### config.mk
export PLATFORM = sky130hd
export DESIGN_NAME = axi_param_ctrl_mc
export DESIGN_NICKNAME = d
export VERILOG_FILES = /design/src/rtl/axi_param_ctrl_mc.sv
export SDC_FILE = /design/constraint.sdc
export NUM_CORES = 1
export LEC_CHECK = 0
export ABC_AREA = 0
export CORE_MARGIN = 2
export CORE_UTILIZATION = 48
export CTS_CLUSTER_SIZE = 40
export DETAILED_ROUTE_END_ITERATION = 8
export PLACE_DENSITY = 0.77
export SKIP_LAST_GASP = 1
export SLEW_MARGIN = 10
export SYNTH_ARGS = -nofsm -noshare
export SYNTH_HDL_FRONTEND = slang
export SYNTH_SLANG_ARGS = --single-unit
export TNS_END_PERCENT = 5
### constraint.sdc
create_clock -name axiclk -period 14.4 [get_ports axiclk]
set_input_delay 2.88 -clock axiclk [delete_from_list [all_inputs] [get_ports axiclk]]
set_output_delay 2.88 -clock axiclk [all_outputs]
set_load 0.02 [all_outputs]
### src/rtl/axi_param_ctrl_mc.sv
// Multi-channel AXI-lite parameter controller: one global page (soft reset, ID, sync)
// plus NUM_CH channel pages (GPIO enable, DMA length, arm/done handshake, tlast counter).
module axi_param_ctrl_mc #(
  parameter int          NUM_CH          = 4,
  parameter logic [31:0] C_AXI_ADDR_BASE = 32'h4000_F000,
  parameter logic [31:0] CH_STRIDE       = 32'h100,
  parameter int          RST_PULSE_CYC   = 16,
  parameter int          SYNC_PULSE_CYC  = 4,
  parameter logic [31:0] ID_VALUE        = 32'h646d_6e00
) (
  input  logic                  axiclk,
  input  logic                  rst,
  input  logic [31:0]           S_AXI_WDATA_ext,
  input  logic [31:0]           axi_awaddr,
  input  logic [31:0]           axi_araddr,
  input  logic                  slv_reg_wren,
  input  logic                  slv_reg_rden,
  output logic [31:0]           S_AXI_RDATA_ext,
  output logic                  o_hp_sw_rst_n,
  output logic [NUM_CH-1:0]     o_sync_pulse,
  output logic [32*NUM_CH-1:0]  o_gpio_en,
  output logic [32*NUM_CH-1:0]  o_dma_len,
  output logic [NUM_CH-1:0]     o_dma_arm,
  input  logic [NUM_CH-1:0]     i_tlast_evt
);

  localparam int RW = $clog2(RST_PULSE_CYC + 1);
  localparam int SW = $clog2(SYNC_PULSE_CYC + 1);

  function automatic logic [31:0] ch_base(input int ch);
    return C_AXI_ADDR_BASE + CH_STRIDE * 32'(ch + 1);
  endfunction

  function automatic logic [31:0] sat_inc(input logic [31:0] v);
    return (&v) ? v : v + 32'd1;
  endfunction

  logic [RW-1:0]       rcnt_q, rcnt_d;
  logic                rstn_q;
  logic [SW-1:0]       scnt_q [NUM_CH];
  logic [SW-1:0]       scnt_d [NUM_CH];
  logic [NUM_CH-1:0]   sync_q;
  logic [31:0]         gpio_q [NUM_CH];
  logic [31:0]         gpio_d [NUM_CH];
  logic [31:0]         len_q  [NUM_CH];
  logic [31:0]         len_d  [NUM_CH];
  logic [31:0]         tcnt_q [NUM_CH];
  logic [31:0]         tcnt_d [NUM_CH];
  logic [NUM_CH-1:0]   arm_q, arm_d, done_q, done_d;
  logic [31:0]         rdata_q, rdata_d;
  logic                g_ctrl_wr, g_sync_wr;

  assign g_ctrl_wr = slv_reg_wren && (axi_awaddr == C_AXI_ADDR_BASE);
  assign g_sync_wr = slv_reg_wren && (axi_awaddr == C_AXI_ADDR_BASE + 32'h8);

  always_comb begin
    rcnt_d = rcnt_q;
    if (g_ctrl_wr && S_AXI_WDATA_ext[0]) rcnt_d = RW'(RST_PULSE_CYC);
    else if (rcnt_q != '0)               rcnt_d = rcnt_q - RW'(1);

    for (int ch = 0; ch < NUM_CH; ch++) begin
      scnt_d[ch] = scnt_q[ch];
      if (g_sync_wr && S_AXI_WDATA_ext[ch]) scnt_d[ch] = SW'(SYNC_PULSE_CYC);
      else if (scnt_q[ch] != '0)            scnt_d[ch] = scnt_q[ch] - SW'(1);

      gpio_d[ch] = gpio_q[ch];
      len_d[ch]  = len_q[ch];
      if (slv_reg_wren && axi_awaddr == ch_base(ch))         gpio_d[ch] = S_AXI_WDATA_ext;
      if (slv_reg_wren && axi_awaddr == ch_base(ch) + 32'h4) len_d[ch]  = S_AXI_WDATA_ext;

      // Arm write beats the event's clear; the event's done-set beats W1C.
      arm_d[ch]  = arm_q[ch];
      done_d[ch] = done_q[ch];
      if (slv_reg_wren && axi_awaddr == ch_base(ch) + 32'hC && S_AXI_WDATA_ext[1])
        done_d[ch] = 1'b0;
      if (arm_q[ch] && i_tlast_evt[ch]) begin
        arm_d[ch]  = 1'b0;
        done_d[ch] = 1'b1;
      end
      if (slv_reg_wren && axi_awaddr == ch_base(ch) + 32'h8 && S_AXI_WDATA_ext[0])
        arm_d[ch] = 1'b1;

      if (slv_reg_rden && axi_araddr == ch_base(ch) + 32'h10)
        tcnt_d[ch] = i_tlast_evt[ch] ? 32'd1 : 32'd0;
      else if (i_tlast_evt[ch])
        tcnt_d[ch] = sat_inc(tcnt_q[ch]);
      else
        tcnt_d[ch] = tcnt_q[ch];
    end
  end

  always_comb begin
    rdata_d = '0;
    if (axi_araddr == C_AXI_ADDR_BASE)              rdata_d = {31'b0, ~rstn_q};
    else if (axi_araddr == C_AXI_ADDR_BASE + 32'h4) rdata_d = {ID_VALUE[31:8], 8'(NUM_CH)};
    else if (axi_araddr == C_AXI_ADDR_BASE + 32'h8) rdata_d = 32'(sync_q);
    for (int ch = 0; ch < NUM_CH; ch++) begin
      if (axi_araddr == ch_base(ch))                rdata_d = gpio_q[ch];
      else if (axi_araddr == ch_base(ch) + 32'h4)   rdata_d = len_q[ch];
      else if (axi_araddr == ch_base(ch) + 32'hC)   rdata_d = {30'b0, done_q[ch], arm_q[ch]};
      else if (axi_araddr == ch_base(ch) + 32'h10)  rdata_d = tcnt_q[ch];
    end
  end

  always_ff @(posedge axiclk or posedge rst) begin
    if (rst) begin
      rcnt_q  <= '0;
      rstn_q  <= 1'b1;
      sync_q  <= '0;
      arm_q   <= '0;
      done_q  <= '0;
      rdata_q <= '0;
      for (int ch = 0; ch < NUM_CH; ch++) begin
        scnt_q[ch] <= '0;
        gpio_q[ch] <= '0;
        len_q[ch]  <= 32'h0000_1000;
        tcnt_q[ch] <= '0;
      end
    end else begin
      rcnt_q <= rcnt_d;
      rstn_q <= (rcnt_d == '0);
      arm_q  <= arm_d;
      done_q <= done_d;
      if (slv_reg_rden) rdata_q <= rdata_d;
      for (int ch = 0; ch < NUM_CH; ch++) begin
        scnt_q[ch] <= scnt_d[ch];
        sync_q[ch] <= (scnt_d[ch] != '0);
        gpio_q[ch] <= gpio_d[ch];
        len_q[ch]  <= len_d[ch];
        tcnt_q[ch] <= tcnt_d[ch];
      end
    end
  end

  always_comb begin
    o_gpio_en = '0;
    o_dma_len = '0;
    for (int ch = 0; ch < NUM_CH; ch++) begin
      o_gpio_en[32*ch +: 32] = gpio_q[ch];
      o_dma_len[32*ch +: 32] = len_q[ch];
    end
  end

  assign S_AXI_RDATA_ext = rdata_q;
  assign o_hp_sw_rst_n   = rstn_q;
  assign o_sync_pulse    = sync_q;
  assign o_dma_arm       = arm_q;

endmodule

==> results of run 1 <==
## cell type report
cell class	instances	area (um^2)
inverters	41	158
diodes	1	2.50
repair buffers	434	4270
fillers	3751	17700
well taps	607	759
clock inverters	20	290
flip-flops and latches	446	11200
clock buffers	67	1380
multi-input cells	1519	10800
## per-layer routing
layer | vias to the layer above | GRT usage
met4 | 2 | 0.168
met1 | 10200 | 0.498
met2 | 1364 | 0.577
met5 | - | 0
met3 | 285 | 0.0788
li1 | 8542 | -
## per-stage QoR
step                hold WS (ns)  setup slack [ns]
floorplan                  0.393              5.49
global placement           0.414              7.73
detailed placement         0.426              7.67
CTS                        0.451              8.29
global route               0.468              8.00
finish                     0.451              8.17
## power groups by stage
stage	Combinational (mW)	Sequential [mW]	Clock, mW
3_3_place_gp	0.190	1.37	0
5_1_grt	0.220	1.35	1.39
3_5_place_dp	0.197	1.37	0
2_1_floorplan	0.102	1.35	0
6_report	0.199	1.35	1.33
4_1_cts	0.198	1.35	1.33
## worst max-delay path, cell delays in order
cell and delay [ns]:
clkdlybuf4s50_1 0.74, nor4_4 0.52, nand2_2 0.56, nor4_2 0.99, buf_4 0.51, a21oi_1 0.10
a21oi_1 0.19, a211oi_1 0.08, a21oi_1 0.15
## registers in the layout, indices dropped and copies added, names as in the netlist
register         cells
o_dma_len          128
o_gpio_en          128
tcnt_q             128
S_AXI_RDATA_ext     32
scnt_q              12
rcnt_q               5
done_q               4
o_dma_arm            4
o_sync_pulse         4
o_hp_sw_rst_n        1
## cell usage in the layout, fill, tap and decap left out, types with 53 or more instances in the layout
master	instances
a22oi_1	54
o21ai_0	84
dfrtp_1	441
xor2_1	53
nand2_1	154
nor2_1	184
nand3_1	55
mux2_2	256
a21oi_1	125
clkdlybuf4s50_1	399
## final timing paths
kind                                       end  slack (ns)  depth (start not counted)
setup reg to reg                    tcnt_q[95]       11.45                          8
min in group asynchronous        o_dma_len[38]        2.93                          3
hold reg to reg                  o_hp_sw_rst_n        0.45                          1
setup / recovery           S_AXI_RDATA_ext[31]        8.17                          9
max in group asynchronous        o_gpio_en[84]        8.95                          5
hold / removal                   o_hp_sw_rst_n        0.45                          1
## kinds of logic (layout without fill, tap and decap cells)
group | Yosys count | in the layout
AOI/OAI and AO/OA | 461 | 461
and+or+nand+nor | 676 | 676
DFF | 446 | 446
adders and majority gates | 17 | 17
other | 0 | 1
xor gates and xnor gates | 104 | 104
muxes | 261 | 261
buffers and inverters | 167 | 562
==> summary.txt, run 1 <==
Run status
  – Outcome: finished, final reports clean

Placement
  – Post-detail-place hpwl: 64.6 mm
  – Placed Cells: 3,047
  – Post-DP Area: 27,100 um^2
  – Gp weighted congestion: 0.973
  – Port Buf Inserts: 400

Floorplan
  – IO Pins: 401
  – Chip Height: 221 um
  – Core Box Area: 46,500 um^2
  – Die Area: 48,700 um^2
  – # rows: 79
  – Starting density of the core: 0.485
  – Die W: 221 um

Flow run
  – Number of max-cap violations: 0

Routing
  – Met1 WL: 35.3 mm
  – ANT nets after route: 0
  – DR DRC count: 0
  – Via-to-Cell Ratio: 6.51
  – Vias post-DR: 20,400
  – DRT Pass-1 Iters: 8
  – Initial DRC count: 2,561
  – Top layer in use: met5
  – Routed wire length: 90.7 mm
  – Metal2 WL: 41.3 mm
  – WL/cell: 28.9 um
  – Met3 WL: 9.30 mm

Clock network
  – Clock Path Buffers: 3
  – Cts bufs inserted: 47
  – CTS Sinks: 446
  – Worst-Skew Late Latency: 0.60 ns
  – Root buf cell: clkbuf_16
  – CTS tree: done
  – Post-CTS Resized: 0
  – Cts-stage hold buffer count: 0
  – # H-tree levels: 2
  – Postcts setup bufs: 0
  – Worst-path clk slew: 0.06 ns

Setup path
  – CP max FO: 35
  – Setup crit start: axi_araddr[3]
  – Startpoint Class: input pin
  – Critical path type: input pin to register
  – FF-to-FF Start: tcnt_q[65]
  – Worst EP required: 14.92 ns
  – Worst Path Arrival: 6.75 ns
  – CP endpoint kind: register

Finish
  – Area Overhead vs Synth: 27.8%
  – Final-stage net count: 2,610
  – Post-Layout Cell Count: 3,135
  – Final Util: 0.620
  – Layout cells sized above 1: 0.163
  – Post-route cell area: 28,800 um^2

Logic synthesis
  – Synthesized cell area: 22,500 um^2
  – Warnings, synthesis: 0
  – Adder-Cell Fraction of Synth Area: 0.00944
  – Post-synth top area share: 0.490
  – Mux cell area share after synthesis: 0.130
  – Post-synth cell types: 67
  – Number of flops mapped to enable cells by yosys: 0
  – Synth Area in XOR/XNOR: 0.0404
  – Register area share after synthesis: 0.496
  – Post-Synth Simple-Gate Area: 0.157
  – Compound-gate portion of the synthesized area: 0.137
  – Most common cell in the netlist: dfrtp_1
  – Largest family of logic cells by synthesized area: simple AND/OR/NAND/NOR gates
  – Most frequent cells after synthesis: 441 x dfrtp_1, 256 x mux2_2, 184 x nor2_1
  – Yosys top cell by area: dfrtp_1
  – Mapped Nets: 2,253
  – Post-Synthesis Cells: 2,132
  – Post-Syn Area per Cell: 10.6 um^2
  – Top_reg_cell synth: dfrtp_1
  – Synth top area cells: dfrtp_1 49%, mux2_2 13%, nor2_1 3.1%
  – Async set-or-reset flop fraction in the synthesized netlist: 1.00
  – Yosys reg bits: 446

STA
  – Clock Skews: 0.0167 ns
  – Slew Limit Fails: 0
  – Period minus WS final: 6.23 ns
  – Final cycle utilization of the critical path: 0.432
  – Slew headroom: 0.140
  – Final Hold Fails: 0
  – Fmax achieved: 161 MHz
  – Final Setup Violations: 0
  – Setup total negative slack: 0 ns
  – Actual slew at the worst max-slew pin: 1.29 ns
  – Unrepaired setup endpoints after global routing: no

Power and ir drop
  – Register share of total power: 0.469
  – Pwr Total: 2.87 mW
  – VDD IR max: 0.0000761 V
  – Leak pwr: 12.9 nW
  – Combinational fraction of design power: 0.069
  – Clock group share of total power: 0.461
  – Pwr Density: 99.8 nW/um^2
  – Total internal power: 2.16 mW
  – Switching pwr: 710 uW
  – Switching share of power: 0.247

Global routing
  – Initial antenna violation count: 1
  – Total GRT Usage: 0.370
  – First-pass GRT wire length: 132 mm
  – Vias in the first global route: 19,900
  – Pin count of the biggest net entering global routing: 178
  – GR Overflow Total: 0

Worst hold path
  – Hold Crit Class: register to register
  – HP Start: rcnt_q[4]
(Power assumes the default switching activity.)
==> run 2, diff against run 1 <==
- CORE_UTILIZATION: 48 -> 53
- PLACE_DENSITY: 0.77 -> 0.8
- clock period: 14.4 -> 5.88 ns (I/O delays scaled with it)
==> run 2 against run 1 <==
Sequential power grew 150%; die area decreased by 9.3%; count of clock-buffer cells in the layout fell by 3; global-route usage rose by 3.7 points; utilization is 6.8 points higher; cell count decreased by 1.5%; highest routed layer unchanged; setup slack lost 6.7 ns; critical path type unchanged; largest power group unchanged.
==> summary.txt, run 2 (synthesis results as in run 1) <==
Setup path
  – CP endpoint kind: register
  – Worst EP required: 6.34 ns
  – CP max FO: 35
  – Worst Path Arrival: 4.86 ns
  – Startpoint Class: input pin
  – Critical path type: input pin to register

Routing
  – DR DRC count: 0
  – WL/cell: 29.1 um
  – Via-to-Cell Ratio: 6.71
  – DRT Pass-1 Iters: 6
  – Vias post-DR: 20,700
  – Initial DRC count: 2,791
  – ANT nets after route: 0
  – Routed wire length: 89.9 mm

Floorplan
  – Chip Height: 210 um
  – Die Area: 44,200 um^2
  – IO Pins: 401
  – Core Box Area: 41,900 um^2
  – # rows: 75
  – Starting density of the core: 0.537
  – Die W: 210 um

Global routing
  – Vias in the first global route: 20,600
  – GR Overflow Total: 0
  – Initial antenna violation count: 6
  – Total GRT Usage: 0.407
  – First-pass GRT wire length: 133 mm
  – Pin count of the biggest net entering global routing: 183

STA
  – Clock Skews: 0.0432 ns
  – Final cycle utilization of the critical path: 0.749
  – Final Hold Fails: 0
  – Period minus WS final: 4.40 ns
  – Actual slew at the worst max-slew pin: 1.13 ns
  – Slew Limit Fails: 0
  – Final hold slack: 0.472 ns
  – Slew headroom: 0.249
  – Final Setup Violations: 0
  – Unrepaired setup endpoints after global routing: no
  – Fmax achieved: 227 MHz

Placement
  – Post-detail-place hpwl: 65.4 mm
  – Port Buf Inserts: 400
  – Gp weighted congestion: 0.997

Run status
  – Outcome: finished, final reports clean

Finish
  – Final-stage net count: 2,633
  – Area Overhead vs Synth: 27.9%
  – Layout cells sized above 1: 0.168
  – Most frequent cells in the layout: 441 x dfrtp_1, 399 x clkdlybuf4s50_1, 256 x mux2_2
  – Final Util: 0.687
  – Commonest non-fill, non-tap cell in the layout: dfrtp_1
  – Multi-input logic area: 10,800 um^2
  – Seq. cell area: 11,200 um^2
  – Fillcell total: 3,129

Power and ir drop
  – Leak pwr: 13.0 nW
  – Pwr Density: 241 nW/um^2
  – VDD IR max: 0.000235 V
  – Pwr Total: 6.94 mW

Flow run
  – Number of max-cap violations: 0

Clock network
  – Worst-Skew Late Latency: 0.62 ns
  – CTS tree: done
  – Clock Path Buffers: 3
  – Post-CTS Resized: 0
  – Worst-path clk slew: 0.06 ns
  – Root buf cell: clkbuf_16
  – Postcts setup bufs: 0
  – Cts bufs inserted: 46
  – Cts-stage hold buffer count: 0
  – CTS Sinks: 446
  – # H-tree levels: 2

Worst hold path
  – Hold Crit Class: register to register
run 2: changes by cell type in the layout (fill, tap and decap cells not counted), sizes merged:
cell | before | now
buf | 35 | 59
clkinv | 12 | 9
inv | 41 | 42
clkbuf | 67 | 64
bufinv | 7 | 6
diode | 1 | 3
clkinvlp | 1 | 2
run 2: where the power goes:
part	internal, mW	leakage (nW)	switching (mW)
Combinational	0.195	6.10	0.297
Clock	1.83	0.784	1.31
Sequential	3.16	6.10	0.149
run 2: through the flow:
step | cell area, um^2 | std cells | setup slack, ns | setup TNS [ns]
floorplan | 22500 | 2132 | -1.32 | -582.60
global placement | 27200 | 3003 | 1.05 | 0
detailed placement | 27200 | 3003 | 0.974 | 0
CTS | 28800 | 3085 | 1.58 | 0
global route | 28800 | 3088 | 1.41 | 0
finish | 28800 | 3088 | 1.48 | 0
run 2: path summary, 6_finish.rpt:
path,from,end,slack [ns],depth (start not counted)
max in group asynchronous,rst,o_gpio_en[13],3.53,3
max,axi_araddr[4],S_AXI_RDATA_ext[4],1.48,8
max reg2reg,tcnt_q[64],tcnt_q[95],2.94,9
min reg2reg,rcnt_q[4],o_hp_sw_rst_n,0.47,1
min,rcnt_q[4],o_hp_sw_rst_n,0.47,1
min in group asynchronous,rst,tcnt_q[113],0.97,2
run 2: layout make-up:
cell class / count / share of cell area
Antenna cell: 3 / 0.000260
Clock inverter: 18 / 0.0101
Timing Repair Buffer: 458 / 0.155
Sequential cell: 446 / 0.387
Multi-Input combinational cell: 1519 / 0.373
Tap cell: 539 / 0.0234
Inverter: 41 / 0.00547
Clock buffer: 64 / 0.0454
run 2: critical path, cell delays in order:
cell	delay, ns
clkdlybuf4s50_1	0.68
nor4b_1	0.68
nand2_2	0.62
or4_1	0.99
nor2_1	0.27
a21oi_1	0.07
a211oi_1	0.26
a21oi_1	0.10
run 2: per-layer routing:
layer  track usage  part of all wire
met5             0           0.00014
met4         0.258             0.070
met3        0.0878              0.11
met2         0.613              0.44
met1         0.539              0.38
